File: src/rtl/rv_pkg.sv
// Shared types for the front end: NOP encoding, fetch FSM states and the
// {pc, insn} entry handed from fetch to decode.
package rv_pkg;

  localparam int PC_W   = 32;
  localparam int INSN_W = 32;

  localparam logic [INSN_W-1:0] NOP = 32'h0000_0013;

  typedef enum logic [1:0] {
    IDLE  = 2'd0,
    RUN   = 2'd1,
    FLUSH = 2'd2
  } fetch_state_e;

  typedef struct packed {
    logic [PC_W-1:0]   pc;
    logic [INSN_W-1:0] insn;
  } fetch_entry_t;

endpackage

File: src/rtl/fetch_fifo.sv
// Synchronous FIFO with flush; pointers carry one extra wrap bit so full and
// empty are distinguished without a separate counter.
module fetch_fifo
  import rv_pkg::*;
#(
  parameter int  DEPTH = 4,
  parameter type T     = fetch_entry_t
)(
  input  logic                   clk,
  input  logic                   rst,
  input  logic                   flush,
  input  logic                   push,
  input  T                       push_data,
  input  logic                   pop,
  output T                       head,
  output logic [$clog2(DEPTH):0] count
);

  localparam int AW = $clog2(DEPTH);

  T               mem_r [DEPTH];
  logic [AW:0]    wptr_r;
  logic [AW:0]    rptr_r;

  // Pointer update; flush takes priority over push and pop.
  always_ff @(posedge clk) begin
    if (rst || flush) begin
      wptr_r <= {(AW+1){1'b0}};
      rptr_r <= {(AW+1){1'b0}};
    end else begin
      if (push) wptr_r <= wptr_r + {{AW{1'b0}}, 1'b1};
      if (pop)  rptr_r <= rptr_r + {{AW{1'b0}}, 1'b1};
    end
  end

  // Entry storage.
  always_ff @(posedge clk) begin
    if (push && !flush) mem_r[wptr_r[AW-1:0]] <= push_data;
  end

  assign head  = mem_r[rptr_r[AW-1:0]];
  assign count = wptr_r - rptr_r;

  fetch_fifo_chk #(.DEPTH(DEPTH)) u_chk (
    .clk   (clk),
    .rst   (rst),
    .flush (flush),
    .push  (push),
    .pop   (pop),
    .count (count)
  );

endmodule

File: src/rtl/fetch_fifo_chk.sv
// Protocol checks for fetch_fifo: no push into a full FIFO, no pop from an
// empty one (flush cycles excepted).
module fetch_fifo_chk #(
  parameter int DEPTH = 4
)(
  input logic                     clk,
  input logic                     rst,
  input logic                     flush,
  input logic                     push,
  input logic                     pop,
  input logic [$clog2(DEPTH):0]   count
);

  push_not_full_a: assert property (@(posedge clk) disable iff (rst)
    !(push && !flush && (count == ($clog2(DEPTH)+1)'(DEPTH))))
    else $error("fetch_fifo: push into full FIFO");

  pop_not_empty_a: assert property (@(posedge clk) disable iff (rst)
    !(pop && !flush && (count == {($clog2(DEPTH)+1){1'b0}})))
    else $error("fetch_fifo: pop from empty FIFO");

endmodule

File: src/rtl/fetch_stage_chk.sv
// Invariant for fetch_stage: outside a flush, every in-flight request has
// its PC waiting in the request-PC queue.
module fetch_stage_chk #(
  parameter int CW = 3
)(
  input logic          clk,
  input logic          rst,
  input logic [CW-1:0] drop_cnt,
  input logic [CW-1:0] outstanding,
  input logic [CW-1:0] pcq_count
);

  pcq_tracks_outstanding_a: assert property (@(posedge clk) disable iff (rst)
    (drop_cnt != {CW{1'b0}}) || (pcq_count == outstanding))
    else $error("fetch_stage: PC queue out of step with outstanding requests");

endmodule

File: src/rtl/fetch_stage.sv
// Instruction fetch: owns the PC, issues word requests, buffers in-order
// responses and hands {pc, insn} to decode; redirect flushes everything.
module fetch_stage
  import rv_pkg::*;
#(
  parameter int                AWIDTH     = 32,
  parameter int                DWIDTH     = 32,
  parameter logic [AWIDTH-1:0] RESET_PC   = 32'h0100_0000,
  parameter int                FIFO_DEPTH = 4
)(
  input  logic              clk,
  input  logic              rst,
  output logic              imem_req_valid_o,
  input  logic              imem_req_ready_i,
  output logic [AWIDTH-1:0] imem_addr_o,
  input  logic              imem_rsp_valid_i,
  input  logic [DWIDTH-1:0] imem_rsp_data_i,
  input  logic              redirect_i,
  input  logic [AWIDTH-1:0] redirect_pc_i,
  output logic              valid_o,
  input  logic              ready_i,
  output logic [AWIDTH-1:0] pc_o,
  output logic [DWIDTH-1:0] insn_o
);

  localparam int CW = $clog2(FIFO_DEPTH) + 1;

  fetch_state_e      state_r, next_state_s;
  logic [AWIDTH-1:0] fetch_pc_r;
  logic [CW-1:0]     outstanding_r, outstanding_next_s;
  logic [CW-1:0]     drop_cnt_r, drop_next_s, redirect_drop_s;
  logic [CW-1:0]     buf_count_s, pcq_count_s;
  logic [CW:0]       occupancy_s;
  logic              req_fire_s, rsp_keep_s, rsp_drop_s, pop_s;
  logic [AWIDTH-1:0] pcq_head_s;
  fetch_entry_t      push_entry_s, head_entry_s;

  // Credit check uses registered counts only: a pop this cycle frees no slot yet.
  assign occupancy_s      = {1'b0, outstanding_r} + {1'b0, buf_count_s};
  assign imem_req_valid_o = (state_r == RUN) && !redirect_i &&
                            (occupancy_s < (CW+1)'(FIFO_DEPTH));
  assign imem_addr_o      = fetch_pc_r;
  assign req_fire_s       = imem_req_valid_o && imem_req_ready_i;
  assign rsp_keep_s       = imem_rsp_valid_i && !redirect_i && (drop_cnt_r == {CW{1'b0}});
  assign rsp_drop_s       = imem_rsp_valid_i && !redirect_i && (drop_cnt_r != {CW{1'b0}});
  assign redirect_drop_s  = outstanding_r - {{(CW-1){1'b0}}, imem_rsp_valid_i};

  assign valid_o      = (buf_count_s != {CW{1'b0}}) && !redirect_i;
  assign pop_s        = valid_o && ready_i;
  assign pc_o         = valid_o ? head_entry_s.pc : {AWIDTH{1'b0}};
  assign insn_o       = valid_o ? head_entry_s.insn : NOP;
  assign push_entry_s = '{pc: pcq_head_s, insn: imem_rsp_data_i};

  // In-flight and drop counters; a response arriving with a redirect is dropped.
  always_comb begin
    outstanding_next_s = outstanding_r;
    drop_next_s        = drop_cnt_r;
    if (redirect_i) begin
      outstanding_next_s = redirect_drop_s;
      drop_next_s        = redirect_drop_s;
    end else begin
      outstanding_next_s = outstanding_r + {{(CW-1){1'b0}}, req_fire_s}
                                         - {{(CW-1){1'b0}}, imem_rsp_valid_i};
      if (rsp_drop_s) begin
        drop_next_s = drop_cnt_r - {{(CW-1){1'b0}}, 1'b1};
      end else begin
        drop_next_s = drop_cnt_r;
      end
    end
  end

  // Next-state logic; redirect overrides the normal transitions.
  always_comb begin
    next_state_s = state_r;
    case (state_r)
      IDLE:  next_state_s = RUN;
      RUN:   next_state_s = RUN;
      FLUSH: next_state_s = (drop_next_s == {CW{1'b0}}) ? RUN : FLUSH;
      default: next_state_s = IDLE;
    endcase
    if (redirect_i) begin
      next_state_s = (redirect_drop_s == {CW{1'b0}}) ? RUN : FLUSH;
    end else begin
      next_state_s = next_state_s;
    end
  end

  // State, PC and counter registers.
  always_ff @(posedge clk) begin
    if (rst) begin
      state_r       <= IDLE;
      fetch_pc_r    <= RESET_PC;
      outstanding_r <= {CW{1'b0}};
      drop_cnt_r    <= {CW{1'b0}};
    end else begin
      state_r       <= next_state_s;
      outstanding_r <= outstanding_next_s;
      drop_cnt_r    <= drop_next_s;
      if (redirect_i) begin
        fetch_pc_r <= {redirect_pc_i[AWIDTH-1:2], 2'b00};
      end else if (req_fire_s) begin
        fetch_pc_r <= fetch_pc_r + AWIDTH'(4);
      end
    end
  end

  fetch_fifo #(.DEPTH(FIFO_DEPTH), .T(logic [AWIDTH-1:0])) u_pc_q (
    .clk       (clk),
    .rst       (rst),
    .flush     (redirect_i),
    .push      (req_fire_s),
    .push_data (fetch_pc_r),
    .pop       (rsp_keep_s),
    .head      (pcq_head_s),
    .count     (pcq_count_s)
  );

  fetch_fifo #(.DEPTH(FIFO_DEPTH), .T(fetch_entry_t)) u_out_buf (
    .clk       (clk),
    .rst       (rst),
    .flush     (redirect_i),
    .push      (rsp_keep_s),
    .push_data (push_entry_s),
    .pop       (pop_s),
    .head      (head_entry_s),
    .count     (buf_count_s)
  );

  fetch_stage_chk #(.CW(CW)) u_chk (
    .clk         (clk),
    .rst         (rst),
    .drop_cnt    (drop_cnt_r),
    .outstanding (outstanding_r),
    .pcq_count   (pcq_count_s)
  );

endmodule

File: config.mk
export PLATFORM = sky130hd
export DESIGN_NAME = fetch_stage
export DESIGN_NICKNAME = d
export VERILOG_FILES = /design/src/rtl/rv_pkg.sv /design/src/rtl/fetch_fifo.sv /design/src/rtl/fetch_fifo_chk.sv /design/src/rtl/fetch_stage_chk.sv /design/src/rtl/fetch_stage.sv
export SDC_FILE = /design/constraint.sdc
export NUM_CORES = 1
export LEC_CHECK = 0
export ABC_AREA = 1
export CAP_MARGIN = 20
export CORE_MARGIN = 1.5
export CORE_UTILIZATION = 40
export DETAILED_ROUTE_END_ITERATION = 12
export DONT_BUFFER_PORTS = 1
export PLACE_DENSITY = 0.54
export SETUP_SLACK_MARGIN = 0.15
export SYNTH_ARGS = -nofsm -noshare
export SYNTH_HDL_FRONTEND = slang
export SYNTH_SLANG_ARGS = --single-unit
File: constraint.sdc
create_clock -name clk -period 5.93 [get_ports clk]
set_clock_uncertainty 0.15 [all_clocks]
set_input_delay 0.593 -clock clk [delete_from_list [all_inputs] [get_ports clk]]
set_output_delay 0.593 -clock clk [all_outputs]
set_load 0.03 [all_outputs]
==> results of run 1 <==
power by group through the flow:
| stage | Combinational [mW] | Sequential, mW | Clock [mW] |
|---|---|---|---|
| after global placement | 0.321 | 3.44 | 0 |
| final | 0.355 | 3.38 | 2.61 |
| after CTS | 0.361 | 3.38 | 2.68 |
| after global routing | 0.404 | 3.39 | 2.79 |
| after detailed placement | 0.327 | 3.44 | 0 |
| after floorplan | 0.263 | 3.42 | 0 |
repair_timing:
item | CTS | global route
resized for setup | 0 | 0
setup buffers | 0 | 0
hold endpoints to repair | 160 | 0
hold buffers | 34 | 0
synth_stat cells:
master | n | share of area (%)
a21oi_1 | 95 | 2.7
a22oi_1 | 1 | 0.043
a31oi_1 | 1 | 0.036
buf_1 | 5 | 0.11
buf_2 | 23 | 0.66
buf_4 | 10 | 0.43
buf_6 | 2 | 0.13
clkbuf_1 | 45 | 0.96
conb_1 | 1 | 0.021
dfxtp_1 | 52 | 5.9
edfxtp_1 | 368 | 63
fa_1 | 2 | 0.23
ha_1 | 19 | 1.4
inv_1 | 55 | 1.2
inv_2 | 7 | 0.15
nand2_1 | 166 | 3.6
nand2_2 | 8 | 0.29
nand2_4 | 1 | 0.064
nand3_1 | 33 | 0.94
nand3_2 | 3 | 0.17
nand3b_1 | 12 | 0.51
nand3b_4 | 1 | 0.11
nand4_1 | 3 | 0.11
nor2_1 | 392 | 8.4
nor2_2 | 9 | 0.32
nor2_4 | 4 | 0.26
nor3_1 | 1 | 0.029
o211a_1 | 1 | 0.057
o21a_1 | 1 | 0.043
o21ai_0 | 200 | 5.7
o221ai_1 | 3 | 0.15
o22ai_1 | 30 | 1.1
or2_1 | 1 | 0.036
or2_2 | 2 | 0.071
xnor2_1 | 7 | 0.35
xor2_1 | 13 | 0.65
cells in the final DEF, fill, tap and decap left out, drive strengths merged, types with 4 or more instances in the layout:
cell type      n
a21oi         95
buf           18
clkbuf        56
clkinv        15
conb           4
dfxtp         52
dlygate4sd3   33
edfxtp       368
ha            19
inv           63
nand2        175
nand3         36
nand3b        13
nor2         405
o21ai        200
o22ai         30
xnor2          7
xor2          13
final cells by class:
cell class	count	area (sq um)
Clock buffer	56	1210
Clock inverter	20	143.9
Fill cell	4033	23430
Inverter	62	232.7
Multi-Input combinational cell	1013	4840
Sequential cell	420	12100
Tap cell	585	732.0
Timing Repair Buffer	51	490.5
worst paths after layout:
check | to | cells past startpoint
worst max-delay path | pc_o[12] | 10
worst min-delay path | imem_addr_o[24] | 2
worst max register to register | outstanding_r[2] | 18
worst min register to register | u_pc_q.rptr_r[1] | 2
metrics by stage:
| stage | worst slack [ns] | hold slack, ns | std cells | area [sq um] | total power, mW |
|---|---|---|---|---|---|
| final | 1.462 | 0.04708 | 2207 | 19750 | 6.348 |
| after global routing | 1.234 | 0.01200 | 2207 | 19750 | 6.586 |
| after CTS | 1.380 | 0.002706 | 2206 | 19730 | 6.420 |
| after detailed placement | 1.772 | 0.3319 | 2096 | 18020 | 3.770 |
| after global placement | 1.823 | 0.3034 | 2096 | 18020 | 3.762 |
| after floorplan | 1.630 | 0.2860 | 1580 | 17520 | 3.680 |
flip-flops by register name, summed over array words and instances, names as in the netlist, 3 cells and up, named ones only:
register	cells
drop_cnt_r	3
imem_addr_o	30
outstanding_r	3
u_out_buf.mem_r	248
u_out_buf.rptr_r	3
u_out_buf.wptr_r	3
u_pc_q.mem_r	120
layer usage:
metal	GRT usage [%]	share of wire [%]
met1	24.28	45
met2	30.29	47
met3	4.786	6.7
met4	4.427	1.8
met5	0	0
logic make-up (layout without fill, tap and decap cells):
family	after synthesis	in the layout	synth area share (%)
fa+ha+maj	21	21	1.587
buf+inv	147	189	3.616
compound gates	332	332	9.834
flops	420	420	69.06
other cells	1	4	0.02142
xor+xnor	20	20	1.001
simple gates	636	636	14.88
==> results_tabular.tex, run 1 <==
\begin{tabular}{lr}
\hline
Metric & Value \\
\hline
\multicolumn{2}{l}{\textbf{Power and ir drop}} \\
Net Switching & approximately 1.4 mW \\
Power density cells & 321.5 nW/um\^{}2 \\
Static leakage power & approximately 6.8 nW \\
Register share of total power & a little over half \\
Internal power & 4.916 mW \\
Share of power burned in the clock network & 41.2\% \\
Portion of total power attributed to combinational logic & 5.6\% \\
Switching Fraction & 22.56\% \\
Worst IR Drop VDD & 0.0001654 V \\
\multicolumn{2}{l}{\textbf{Finish}} \\
Ratio of cells with drive above 1 in the final layout & under 10\% \\
Signed area change from the synthesized netlist to the final layout & 12.78\% \\
Number of inserted diodes & 0 \\
Final Net Count & between 1500 and 2000 \\
Final standard cell utilization of the core & 45.74\% \\
\multicolumn{2}{l}{\textbf{Route}} \\
Total wire length after detailed routing & 41.07 mm \\
Drt pass-1 iters & 7 \\
Number of nets with antenna violations after routing & 0 \\
Number of remaining DRC errors & 0 \\
Average routed wire per standard cell & 18.61 um \\
Via count & 11190 \\
Initial drt markers & 681 \\
Average via count per standard cell & 5.069 \\
\multicolumn{2}{l}{\textbf{Timing}} \\
Setup tns final & 0 ns \\
Setup violation total in the final timing report & 0 \\
Share of the clock period used by the worst path & between 70\% and 80\% \\
Number of endpoints with negative hold slack in the final report & 0 \\
Maximum operating frequency & 223.8 MHz \\
Worst-Margin Slew & just over 1 ns \\
Clock period minus worst slack & 4.468 ns \\
Count of final max-slew check failures & 0 \\
Setup repair after global routing missed its margin & no \\
Relative max-transition margin & 31.55\% \\
\multicolumn{2}{l}{\textbf{GRT}} \\
Maximum number of pins on one net before global-route repair & 94 \\
Tot GR Track Use & between 10\% and 20\% \\
GRT overflow & 0 \\
Vias in the first global route & around 11000 \\
Antenna violations before repair & 0 \\
First-pass GRT wire length & 62.82 mm \\
\multicolumn{2}{l}{\textbf{Die}} \\
Placement row count & 76 \\
Die extent in y & 212.2 um \\
Area of the placeable core & between 40000 and 50000 sq um \\
I/O pins & between 150 and 200 \\
Die footprint & 45040 sq um \\
X dimension of the die & 212.2 um \\
Starting Density & 40.55\% \\
\multicolumn{2}{l}{\textbf{Synthesis}} \\
Sequential-to-total area share from yosys stat & 69.06\% \\
Post-synth design cell area & $\sim$18000 sq um \\
Mean post-synth cell area & 11.10 sq um \\
Synthesized instance count & 1577 \\
Synth warn & 0 \\
\#FFs+latches synth & 420 \\
Number of library cell types mapped by synthesis & 36 \\
\multicolumn{2}{l}{\textbf{Critical path}} \\
Setup Crit Path Kind & flip-flop to primary output \\
Maximum single-stage delay on the critical path & 0.68 ns \\
Type of origin of the critical path & flip-flop \\
Maximum fanout along the worst path & 33 \\
Reg2reg setup slack & 1.79 ns \\
Critical R2R Launch & u\_out\_buf.wptr\_r[0] \\
Cell seen most often among critical-path stages & inv\_1 \\
Worst path buffer plus inverter count & 3 \\
Worst Path Arrival & 3.73 ns \\
Cells along the critical path & inv\_1, ha\_1, inv\_1, fa\_1, xnor2\_1, nand2\_1, nand3\_2, nand2\_2, buf\_4, a21oi\_1 \\
Crit path required time & 5.19 ns \\
Type of destination of the critical path & primary output \\
Cell family contributing the most delay on the critical path & simple AND/OR/NAND/NOR gates \\
Startpoint of the most critical setup path & u\_out\_buf.wptr\_r[0] \\
Slowest cell on the critical path & a21oi\_1 \\
\multicolumn{2}{l}{\textbf{Clock tree}} \\
Root buffer selected by CTS & clkbuf\_16 \\
CTS tree & built \\
Clock H-tree levels & 2 \\
Clock slew at reported path FFs & 0.06 ns \\
Worst skew pair latency & 0.57 ns \\
Maximum clock insertion buffer count & 3 \\
Total clock sinks & 420 \\
TritonCTS buffer count & 45 \\
\multicolumn{2}{l}{\textbf{Run status}} \\
Run status & completed \\
\multicolumn{2}{l}{\textbf{Run}} \\
Max-capacitance violation count & 0 \\
\multicolumn{2}{l}{\textbf{Worst hold path}} \\
Critical hold path startpoint & redirect\_i \\
Path type of the worst min-delay path & input pin to flip-flop \\
\multicolumn{2}{l}{\textbf{Placement}} \\
Placed wire-length estimate & 23.56 mm \\
Routability cong. & 0.8193 \\
IO buf count & 0 \\
\hline
\end{tabular}
Power figures use the tool's default switching activity.
==> inputs of run 2 (changes only) <==
--- a/config.mk
+++ b/config.mk
@@ -5,13 +5,13 @@
 export SDC_FILE = /design/constraint.sdc
 export NUM_CORES = 1
 export LEC_CHECK = 0
-export ABC_AREA = 1
+export ABC_AREA = 0
 export CAP_MARGIN = 20
 export CORE_MARGIN = 1.5
 export CORE_UTILIZATION = 40
 export DETAILED_ROUTE_END_ITERATION = 12
 export DONT_BUFFER_PORTS = 1
-export PLACE_DENSITY = 0.54
+export PLACE_DENSITY = 0.56
 export SETUP_SLACK_MARGIN = 0.15
 export SYNTH_ARGS = -nofsm -noshare
 export SYNTH_HDL_FRONTEND = slang
==> constraint.sdc (replaced) <==
create_clock -name clk -period 3.8 [get_ports clk]
set_clock_uncertainty 0.15 [all_clocks]
set_input_delay 0.38 -clock clk [delete_from_list [all_inputs] [get_ports clk]]
set_output_delay 0.38 -clock clk [all_outputs]
set_load 0.03 [all_outputs]
==> run 2 against run 1 <==
The flow now finishes with violations (negative hold slack); final cell count shrank 29%; first-iteration DRC count shrank 13%; flip-flop and latch count is the same; total power grew 53%; combinational power grew 39%; critical path type is now flip-flop to flip-flop; highest routed layer unchanged.
==> results_tabular.tex, run 2 <==
\begin{tabular}{lr}
\hline
Metric & Value \\
\hline
\multicolumn{2}{l}{\textbf{GRT}} \\
Tot GR Track Use & 16.75\% (was 18.38\%) \\
Maximum number of pins on one net before global-route repair & 67 (was 94) \\
First-pass GRT wire length & 54.90 mm (was 62.82 mm) \\
Antenna violations before repair & 0 (unchanged) \\
Vias in the first global route & 9098 (was 10840) \\
GRT overflow & 0 (unchanged) \\
\multicolumn{2}{l}{\textbf{Synthesis}} \\
Fraction of synthesized cell area taken by the top area cell type & 66.32\% (was 63.12\%) \\
Synthesized instance count & 923 (was 1577) \\
Synth area leader & edfxtp\_1 (unchanged) \\
Top cells by area in the synthesized netlist & edfxtp\_1, mux4\_2, dfxtp\_1 (was edfxtp\_1, nor2\_1, dfxtp\_1) \\
Synth warn & 0 (unchanged) \\
Proportion of register bits with asynchronous set or reset after synthesis & 0\% (unchanged) \\
Mean post-synth cell area & 18.05 sq um (was 11.10 sq um) \\
Post-synth design cell area & 16660 sq um (was 17510 sq um) \\
Most frequent cell after synthesis & edfxtp\_1 (was nor2\_1) \\
Sequential-to-total area share from yosys stat & 72.57\% (was 69.06\%) \\
\#FFs+latches synth & 420 (unchanged) \\
Commonest cells in the netlist & edfxtp\_1, mux4\_2, and2\_1, dfxtp\_1, nand2\_1 (was nor2\_1, edfxtp\_1, o21ai\_0, nand2\_1, a21oi\_1) \\
Most instantiated flip-flop cell in the synthesis netlist & edfxtp\_1 (unchanged) \\
Number of enable-type register cells in the synthesized netlist & 368 (unchanged) \\
Number of library cell types mapped by synthesis & 54 (was 36) \\
\multicolumn{2}{l}{\textbf{Power and ir drop}} \\
Portion of total power attributed to combinational logic & 5.1\% (was 5.6\%) \\
Power density cells & 499.9 nW/um\^{}2 (was 321.5 nW/um\^{}2) \\
Share of power burned in the clock network & 41.2\% (about the same) \\
Net Switching & 2.117 mW (was 1.432 mW) \\
Internal power & 7.588 mW (was 4.916 mW) \\
Switching Fraction & 21.82\% (was 22.56\%) \\
Static leakage power & 6.221 nW (was 6.773 nW) \\
Register share of total power & 53.8\% (was 53.2\%) \\
Tot Pwr & 9.705 mW (was 6.348 mW) \\
Worst IR Drop VDD & 0.0003096 V (was 0.0001654 V) \\
\multicolumn{2}{l}{\textbf{Placement}} \\
Routability cong. & 0.7792 (was 0.8193) \\
Area after DPL & 17530 sq um (was 18020 sq um) \\
Placed wire-length estimate & 21.74 mm (was 23.56 mm) \\
IO buf count & 0 (unchanged) \\
\multicolumn{2}{l}{\textbf{Finish}} \\
Number of inserted diodes & 0 (unchanged) \\
Final design instance area without fill & 19410 sq um (was 19750 sq um) \\
Flip-flop count of the largest register after layout & 248 (unchanged) \\
Signed area change from the synthesized netlist to the final layout & 16.51\% (was 12.78\%) \\
Top library cells by usage in the layout, fill and taps aside & edfxtp\_1, mux4\_2, and2\_1 (was nor2\_1, edfxtp\_1, o21ai\_0) \\
Final Net Count & 1100 (was 1684) \\
Most common library cell in the layout ignoring fill and taps & edfxtp\_1 (was nor2\_1) \\
Ratio of cells with drive above 1 in the final layout & 21.02\% (was 7.275\%) \\
\multicolumn{2}{l}{\textbf{Critical path}} \\
Cell family contributing the most delay on the critical path & buffers and inverters (was simple AND/OR/NAND/NOR gates) \\
Cells along the critical path & inv\_4, ha\_4, inv\_2, fa\_2, xor3\_1, inv\_2, ha\_4, nor4b\_4, and4b\_1, inv\_2, buf\_4, or3\_1, a31oi\_1, dlygate4sd3\_1 (was inv\_1, ha\_1, inv\_1, fa\_1, xnor2\_1, nand2\_1, nand3\_2, nand2\_2, buf\_4, a21oi\_1) \\
Maximum single-stage delay on the critical path & 0.56 ns (was 0.68 ns) \\
Cell seen most often among critical-path stages & inv\_2 (was inv\_1) \\
Critical R2R Launch & u\_out\_buf.wptr\_r[0] (unchanged) \\
Setup Crit Path Kind & flip-flop to flip-flop (was flip-flop to primary output) \\
Crit path required time & 4.16 ns (was 5.19 ns) \\
Slowest cell on the critical path & dlygate4sd3\_1 (was a21oi\_1) \\
Worst path buffer plus inverter count & 6 (was 3) \\
Type of destination of the critical path & flip-flop (was primary output) \\
Worst Path Arrival & 3.86 ns (was 3.73 ns) \\
Type of origin of the critical path & flip-flop (unchanged) \\
Maximum fanout along the worst path & 38 (was 33) \\
Startpoint of the most critical setup path & u\_out\_buf.wptr\_r[0] (unchanged) \\
\multicolumn{2}{l}{\textbf{Route}} \\
Number of nets with antenna violations after routing & 0 (unchanged) \\
Average via count per standard cell & 5.445 (was 5.069) \\
Drt pass-1 iters & 4 (was 7) \\
Average routed wire per standard cell & 22.60 um (was 18.61 um) \\
Total wire length after detailed routing & 35.57 mm (was 41.07 mm) \\
Number of remaining DRC errors & 0 (unchanged) \\
Initial drt markers & 595 (was 681) \\
Via count & 8571 (was 11190) \\
\multicolumn{2}{l}{\textbf{Timing}} \\
Setup violation total in the final timing report & 0 (unchanged) \\
Count of final max-slew check failures & 0 (unchanged) \\
Clock period minus worst slack & 3.496 ns \\
Maximum operating frequency & 286.0 MHz \\
Worst-Margin Slew & 0.8224 ns (was 1.024 ns) \\
Setup repair after global routing missed its margin & no (unchanged) \\
Relative max-transition margin & 45.17\% (was 31.55\%) \\
Post-route worst hold slack & -0.2685 ns (was 0.04708 ns) \\
Share of the clock period used by the worst path & 92.01\% \\
Number of endpoints with negative hold slack in the final report & 25 (was 0) \\
Setup tns final & 0 ns (unchanged) \\
\multicolumn{2}{l}{\textbf{Die}} \\
Die footprint & 42890 sq um (was 45040 sq um) \\
I/O pins & 168 (unchanged) \\
Starting Density & 40.71\% (was 40.55\%) \\
Die extent in y & 207.1 um (was 212.2 um) \\
Area of the placeable core & 40920 sq um (was 43170 sq um) \\
X dimension of the die & 207.1 um (was 212.2 um) \\
Placement row count & 74 (was 76) \\
\multicolumn{2}{l}{\textbf{Run}} \\
Max-capacitance violation count & 0 (unchanged) \\
\multicolumn{2}{l}{\textbf{Clock tree}} \\
CTS tree & built (unchanged) \\
Clock slew at reported path FFs & 0.06 ns (about the same) \\
Total clock sinks & 420 (unchanged) \\
TritonCTS buffer count & 44 (was 45) \\
Worst skew pair latency & 0.56 ns (was 0.57 ns) \\
Maximum clock insertion buffer count & 3 (unchanged) \\
Root buffer selected by CTS & clkbuf\_16 (unchanged) \\
Clock H-tree levels & 2 (unchanged) \\
\multicolumn{2}{l}{\textbf{Worst hold path}} \\
Critical hold path startpoint & rst (was redirect\_i) \\
Path type of the worst min-delay path & input pin to flip-flop (unchanged) \\
\multicolumn{2}{l}{\textbf{Run status}} \\
Run status & finished with violations (was completed) \\
Failing checks & negative hold slack \\
\hline
\end{tabular}
run 2: cell types whose count changed in the layout (fill, tap and decap cells not counted), moves of 23 or more:
cell | previous run | this run
a21oi_1 | 95 | 23
and2_1 | 0 | 66
inv_1 | 55 | 19
mux4_2 | 0 | 92
nand2_1 | 166 | 35
nand3_1 | 33 | 10
nor2_1 | 384 | 34
o21ai_0 | 200 | 21
o22ai_1 | 30 | 0
run 2: area by class of cell:
type | instances | area (sq um)
multi-input cells | 431 | 4340
flip-flops and latches | 420 | 12110
fillers | 3502 | 21510
well taps | 532 | 665.6
clock inverters | 28 | 211.5
inverters | 23 | 88.84
repair buffers | 89 | 873.3
clock buffers | 51 | 1127
run 2: timing repair:
action                                 4_1_cts  5_1_grt
setup buffers                                3        1
pin swaps                                    5        4
hold buffers                                43        2
setup endpoints to repair                    1       54
endpoints found under the hold margin      175       27
resized for setup                            3        8
run 2: worst register-to-register path: stages (launching register included):
cell and delay (ns):
dfxtp_4 0.35, inv_4 0.06, ha_4 0.12, inv_2 0.03
fa_2 0.32, xor3_1 0.24, inv_2 0.06, ha_4 0.22
nor4b_4 0.22, and4b_1 0.26, inv_2 0.06, buf_4 0.25
or3_1 0.39, a31oi_1 0.17, dlygate4sd3_1 0.56
run 2: routing by layer:
| metal | GRT usage [%] | vias to the layer above | share of wire, % |
|---|---|---|---|
| li1 | - | 3840 | - |
| met1 | 22.44 | 4492 | 45 |
| met2 | 27.38 | 198 | 48 |
| met3 | 4.215 | 41 | 5.3 |
| met4 | 4.273 | 0 | 1.7 |
| met5 | 0 | - | 0 |
run 2: final timing paths:
| path | to | slack [ns] | depth (start not counted) |
|---|---|---|---|
| max | imem_addr_o[15] | 0.30 | 14 |
| min reg2reg | u_pc_q.wptr_r[1] | 0.35 | 2 |
| max reg2reg | imem_addr_o[15] | 0.30 | 14 |
| min | imem_addr_o[16] | -0.27 | 1 |
run 2: logic make-up (layout without fill, tap and decap cells):
logic type / after synthesis / in the layout / share of synthesized area, %
flops: 420 / 420 / 72.57
simple gates: 206 / 206 / 6.901
mux: 95 / 95 / 12.62
compound gates: 91 / 91 / 3.477
buf+inv: 75 / 191 / 1.922
fa+ha+maj: 21 / 21 / 1.667
xor+xnor: 14 / 14 / 0.8260
other cells: 1 / 4 / 0.02251
run 2: power groups by stage:
stage	combinational, mW	sequential [mW]	clock [mW]
floorplan	0.309	5.31	0
global placement	0.420	5.31	0
detailed placement	0.430	5.32	0
CTS	0.491	5.22	4.12
global route	0.548	5.23	4.30
finish	0.494	5.22	3.99
run 2: per-stage QoR:
stage	cells	utilization (%)	setup slack, ns
after floorplan	926	-	0.0005933
after global placement	1445	42.80	0.1371
after detailed placement	1446	42.83	0.08026
after CTS	1571	47.25	0.1380
after global routing	1574	47.44	0.1371
final	1574	47.44	0.3037
==> inputs of run 3 (changes only) <==
--- a/config.mk
+++ b/config.mk
@@ -11,6 +11,7 @@
 export CORE_UTILIZATION = 40
 export DETAILED_ROUTE_END_ITERATION = 12
 export DONT_BUFFER_PORTS = 1
+export HOLD_SLACK_MARGIN = 0.05
 export PLACE_DENSITY = 0.56
 export SETUP_SLACK_MARGIN = 0.15
 export SYNTH_ARGS = -nofsm -noshare
==> run 3 against run 2 <==
The flow still finishes with violations (negative hold slack); non-clock buffer count is 1 higher; design area barely moved; worst hold slack hardly changed; die area stayed put; flip-flop and latch count stayed put; clock power hardly changed; wire length is 0.30% lower; sequential share of layout area barely moved; first-iteration DRC count is 12% lower; critical endpoint unchanged; largest power group unchanged; highest routed layer unchanged.
==> results_tabular.tex, run 3 (synthesis gave the netlist of run 2 again) <==
\begin{tabular}{lr}
\hline
Metric & Value \\
\hline
\multicolumn{2}{l}{\textbf{Timing}} \\
Final worst setup slack & 0.3150 ns (was 0.3037 ns) \\
Count of final max-slew check failures & 0 (unchanged) \\
Setup violation total in the final timing report & 0 (unchanged) \\
Number of endpoints with negative hold slack in the final report & 25 (unchanged) \\
Share of the clock period used by the worst path & 91.71\% (was 92.01\%) \\
Worst-Margin Slew & 0.8229 ns (was 0.8224 ns) \\
Setup repair after global routing missed its margin & no (unchanged) \\
Setup tns final & 0 ns (unchanged) \\
Clock period minus worst slack & 3.485 ns (was 3.496 ns) \\
Relative max-transition margin & 45.14\% (was 45.17\%) \\
Maximum operating frequency & 286.9 MHz (was 286.0 MHz) \\
Post-route worst hold slack & -0.2686 ns (was -0.2685 ns) \\
\multicolumn{2}{l}{\textbf{Finish}} \\
Ratio of cells with drive above 1 in the final layout & 21.00\% (was 21.02\%) \\
Final design instance area without fill & 19420 sq um (was 19410 sq um) \\
Most common library cell in the layout ignoring fill and taps & edfxtp\_1 (unchanged) \\
Top library cells by usage in the layout, fill and taps aside & edfxtp\_1, mux4\_2, and2\_1 (unchanged) \\
Final standard cell utilization of the core & 47.46\% (was 47.44\%) \\
Fillers & 3501 (was 3502) \\
Final Net Count & 1101 (was 1100) \\
Area of combinational cells with multiple inputs & 4340 sq um (unchanged) \\
Number of inserted diodes & 0 (unchanged) \\
Signed area change from the synthesized netlist to the final layout & 16.57\% (was 16.51\%) \\
Sequential standard cell area & 12110 sq um (unchanged) \\
Flip-flop count of the largest register after layout & 248 (unchanged) \\
\multicolumn{2}{l}{\textbf{GRT}} \\
First-pass GRT wire length & 54.92 mm (was 54.90 mm) \\
Maximum number of pins on one net before global-route repair & 67 (unchanged) \\
Tot GR Track Use & 16.74\% (was 16.75\%) \\
Vias in the first global route & 9103 (was 9098) \\
Antenna violations before repair & 0 (unchanged) \\
GRT overflow & 0 (unchanged) \\
\multicolumn{2}{l}{\textbf{Power and ir drop}} \\
Worst IR Drop VDD & 0.0003101 V (was 0.0003096 V) \\
Tot Pwr & 9.703 mW (was 9.705 mW) \\
Power density cells & 499.5 nW/um\^{}2 (was 499.9 nW/um\^{}2) \\
Static leakage power & 6.225 nW (was 6.221 nW) \\
\multicolumn{2}{l}{\textbf{Placement}} \\
IO buf count & 0 (unchanged) \\
Pre-CTS setup slack & 0.08026 ns (unchanged) \\
Area after DPL & 17530 sq um (unchanged) \\
Routability cong. & 0.7792 (unchanged) \\
Placed wire-length estimate & 21.74 mm (unchanged) \\
\multicolumn{2}{l}{\textbf{Critical path}} \\
Type of origin of the critical path & flip-flop (unchanged) \\
Crit path required time & 4.16 ns (about the same) \\
Setup Crit Path Kind & flip-flop to flip-flop (unchanged) \\
Maximum fanout along the worst path & 38 (unchanged) \\
Worst Path Arrival & 3.84 ns (was 3.86 ns) \\
Type of destination of the critical path & flip-flop (unchanged) \\
\multicolumn{2}{l}{\textbf{Die}} \\
Placement row count & 74 (unchanged) \\
Starting Density & 40.71\% (unchanged) \\
Area of the placeable core & 40920 sq um (unchanged) \\
I/O pins & 168 (unchanged) \\
Die footprint & 42890 sq um (unchanged) \\
Die extent in y & 207.1 um (unchanged) \\
X dimension of the die & 207.1 um (unchanged) \\
\multicolumn{2}{l}{\textbf{Route}} \\
Number of nets with antenna violations after routing & 0 (unchanged) \\
Number of remaining DRC errors & 0 (unchanged) \\
Via count & 8572 (was 8571) \\
Total wire length after detailed routing & 35.47 mm (was 35.57 mm) \\
Average via count per standard cell & 5.443 (was 5.445) \\
Average routed wire per standard cell & 22.52 um (was 22.60 um) \\
Drt pass-1 iters & 5 (was 4) \\
Initial drt markers & 525 (was 595) \\
\multicolumn{2}{l}{\textbf{Clock tree}} \\
CTS tree & built (unchanged) \\
Worst skew pair latency & 0.56 ns (about the same) \\
Maximum clock insertion buffer count & 3 (unchanged) \\
Total clock sinks & 420 (unchanged) \\
Clock H-tree levels & 2 (unchanged) \\
Root buffer selected by CTS & clkbuf\_16 (unchanged) \\
Clock slew at reported path FFs & 0.06 ns (about the same) \\
TritonCTS buffer count & 44 (unchanged) \\
\multicolumn{2}{l}{\textbf{Run status}} \\
Failing checks & negative hold slack (unchanged) \\
Run status & finished with violations (unchanged) \\
\multicolumn{2}{l}{\textbf{Run}} \\
Max-capacitance violation count & 0 (unchanged) \\
\multicolumn{2}{l}{\textbf{Worst hold path}} \\
Path type of the worst min-delay path & input pin to flip-flop (unchanged) \\
\hline
\end{tabular}
## run 3: cell types whose count changed in the layout (fill, tap and decap cells not counted)
cell | previous run | this run
dlygate4sd3_1 | 44 | 45
## run 3: per-layer routing
| layer | global-route usage, % | vias up | part of all wire, % |
|---|---|---|---|
| li1 | - | 3843 | - |
| met1 | 22.39 | 4472 | 44 |
| met2 | 27.41 | 215 | 48 |
| met3 | 4.230 | 42 | 5.5 |
| met4 | 4.273 | 0 | 1.7 |
| met5 | 0 | - | 0 |
## run 3: final timing paths
kind / from / end / slack (ns) / depth (start not counted)
worst max-delay path: u_out_buf.wptr_r[0] / imem_addr_o[15] / 0.32 / 14
worst max register to register: u_out_buf.wptr_r[0] / imem_addr_o[15] / 0.32 / 14
worst min-delay path: rst / imem_addr_o[16] / -0.27 / 1
worst min register to register: u_pc_q.wptr_r[1] / u_pc_q.wptr_r[1] / 0.36 / 2
## run 3: final cells by class
class,instances,share of cell area [%]
Clock buffer,51,5.804
Multi-Input combinational cell,431,22.35
Sequential cell,420,62.33
Clock inverter,28,1.089
Timing Repair Buffer,90,4.548
Inverter,23,0.4574
Tap cell,532,3.427
## run 3: worst max-delay path, stage by stage (launching register included)
cell and delay, ns:
dfxtp_4 0.35, inv_4 0.06, ha_4 0.12, inv_2 0.03, fa_2 0.32, xor3_1 0.24
inv_2 0.06, ha_4 0.21, nor4b_4 0.22, and4b_1 0.26, inv_2 0.06, buf_4 0.24
or3_1 0.38, a31oi_1 0.17, dlygate4sd3_1 0.56
## run 3: through the flow
step	std cells	hold WS [ns]
2_1_floorplan	926	0.3141
3_3_place_gp	1445	0.3033
3_5_place_dp	1446	0.3051
4_1_cts	1572	-0.3079
5_1_grt	1575	-0.3138
6_report	1575	-0.2686
## run 3: power breakdown
| group | leakage (nW) | internal, mW | switching, mW | total, mW |
|---|---|---|---|---|
| sequential | 3.78 | 5.12 | 0.0998 | 5.22 |
| clock | 0.653 | 2.27 | 1.73 | 3.99 |
| combinational | 1.79 | 0.206 | 0.288 | 0.494 |
| total | 6.23 | 7.59 | 2.11 | 9.70 |
## run 3: timing repair
item,CTS,global route
hold endpoints to repair,175,27
endpoints found under the setup margin,1,54
gates resized for setup,3,8
hold buffers,44,2
buffers inserted,3,1
pin swaps,5,4
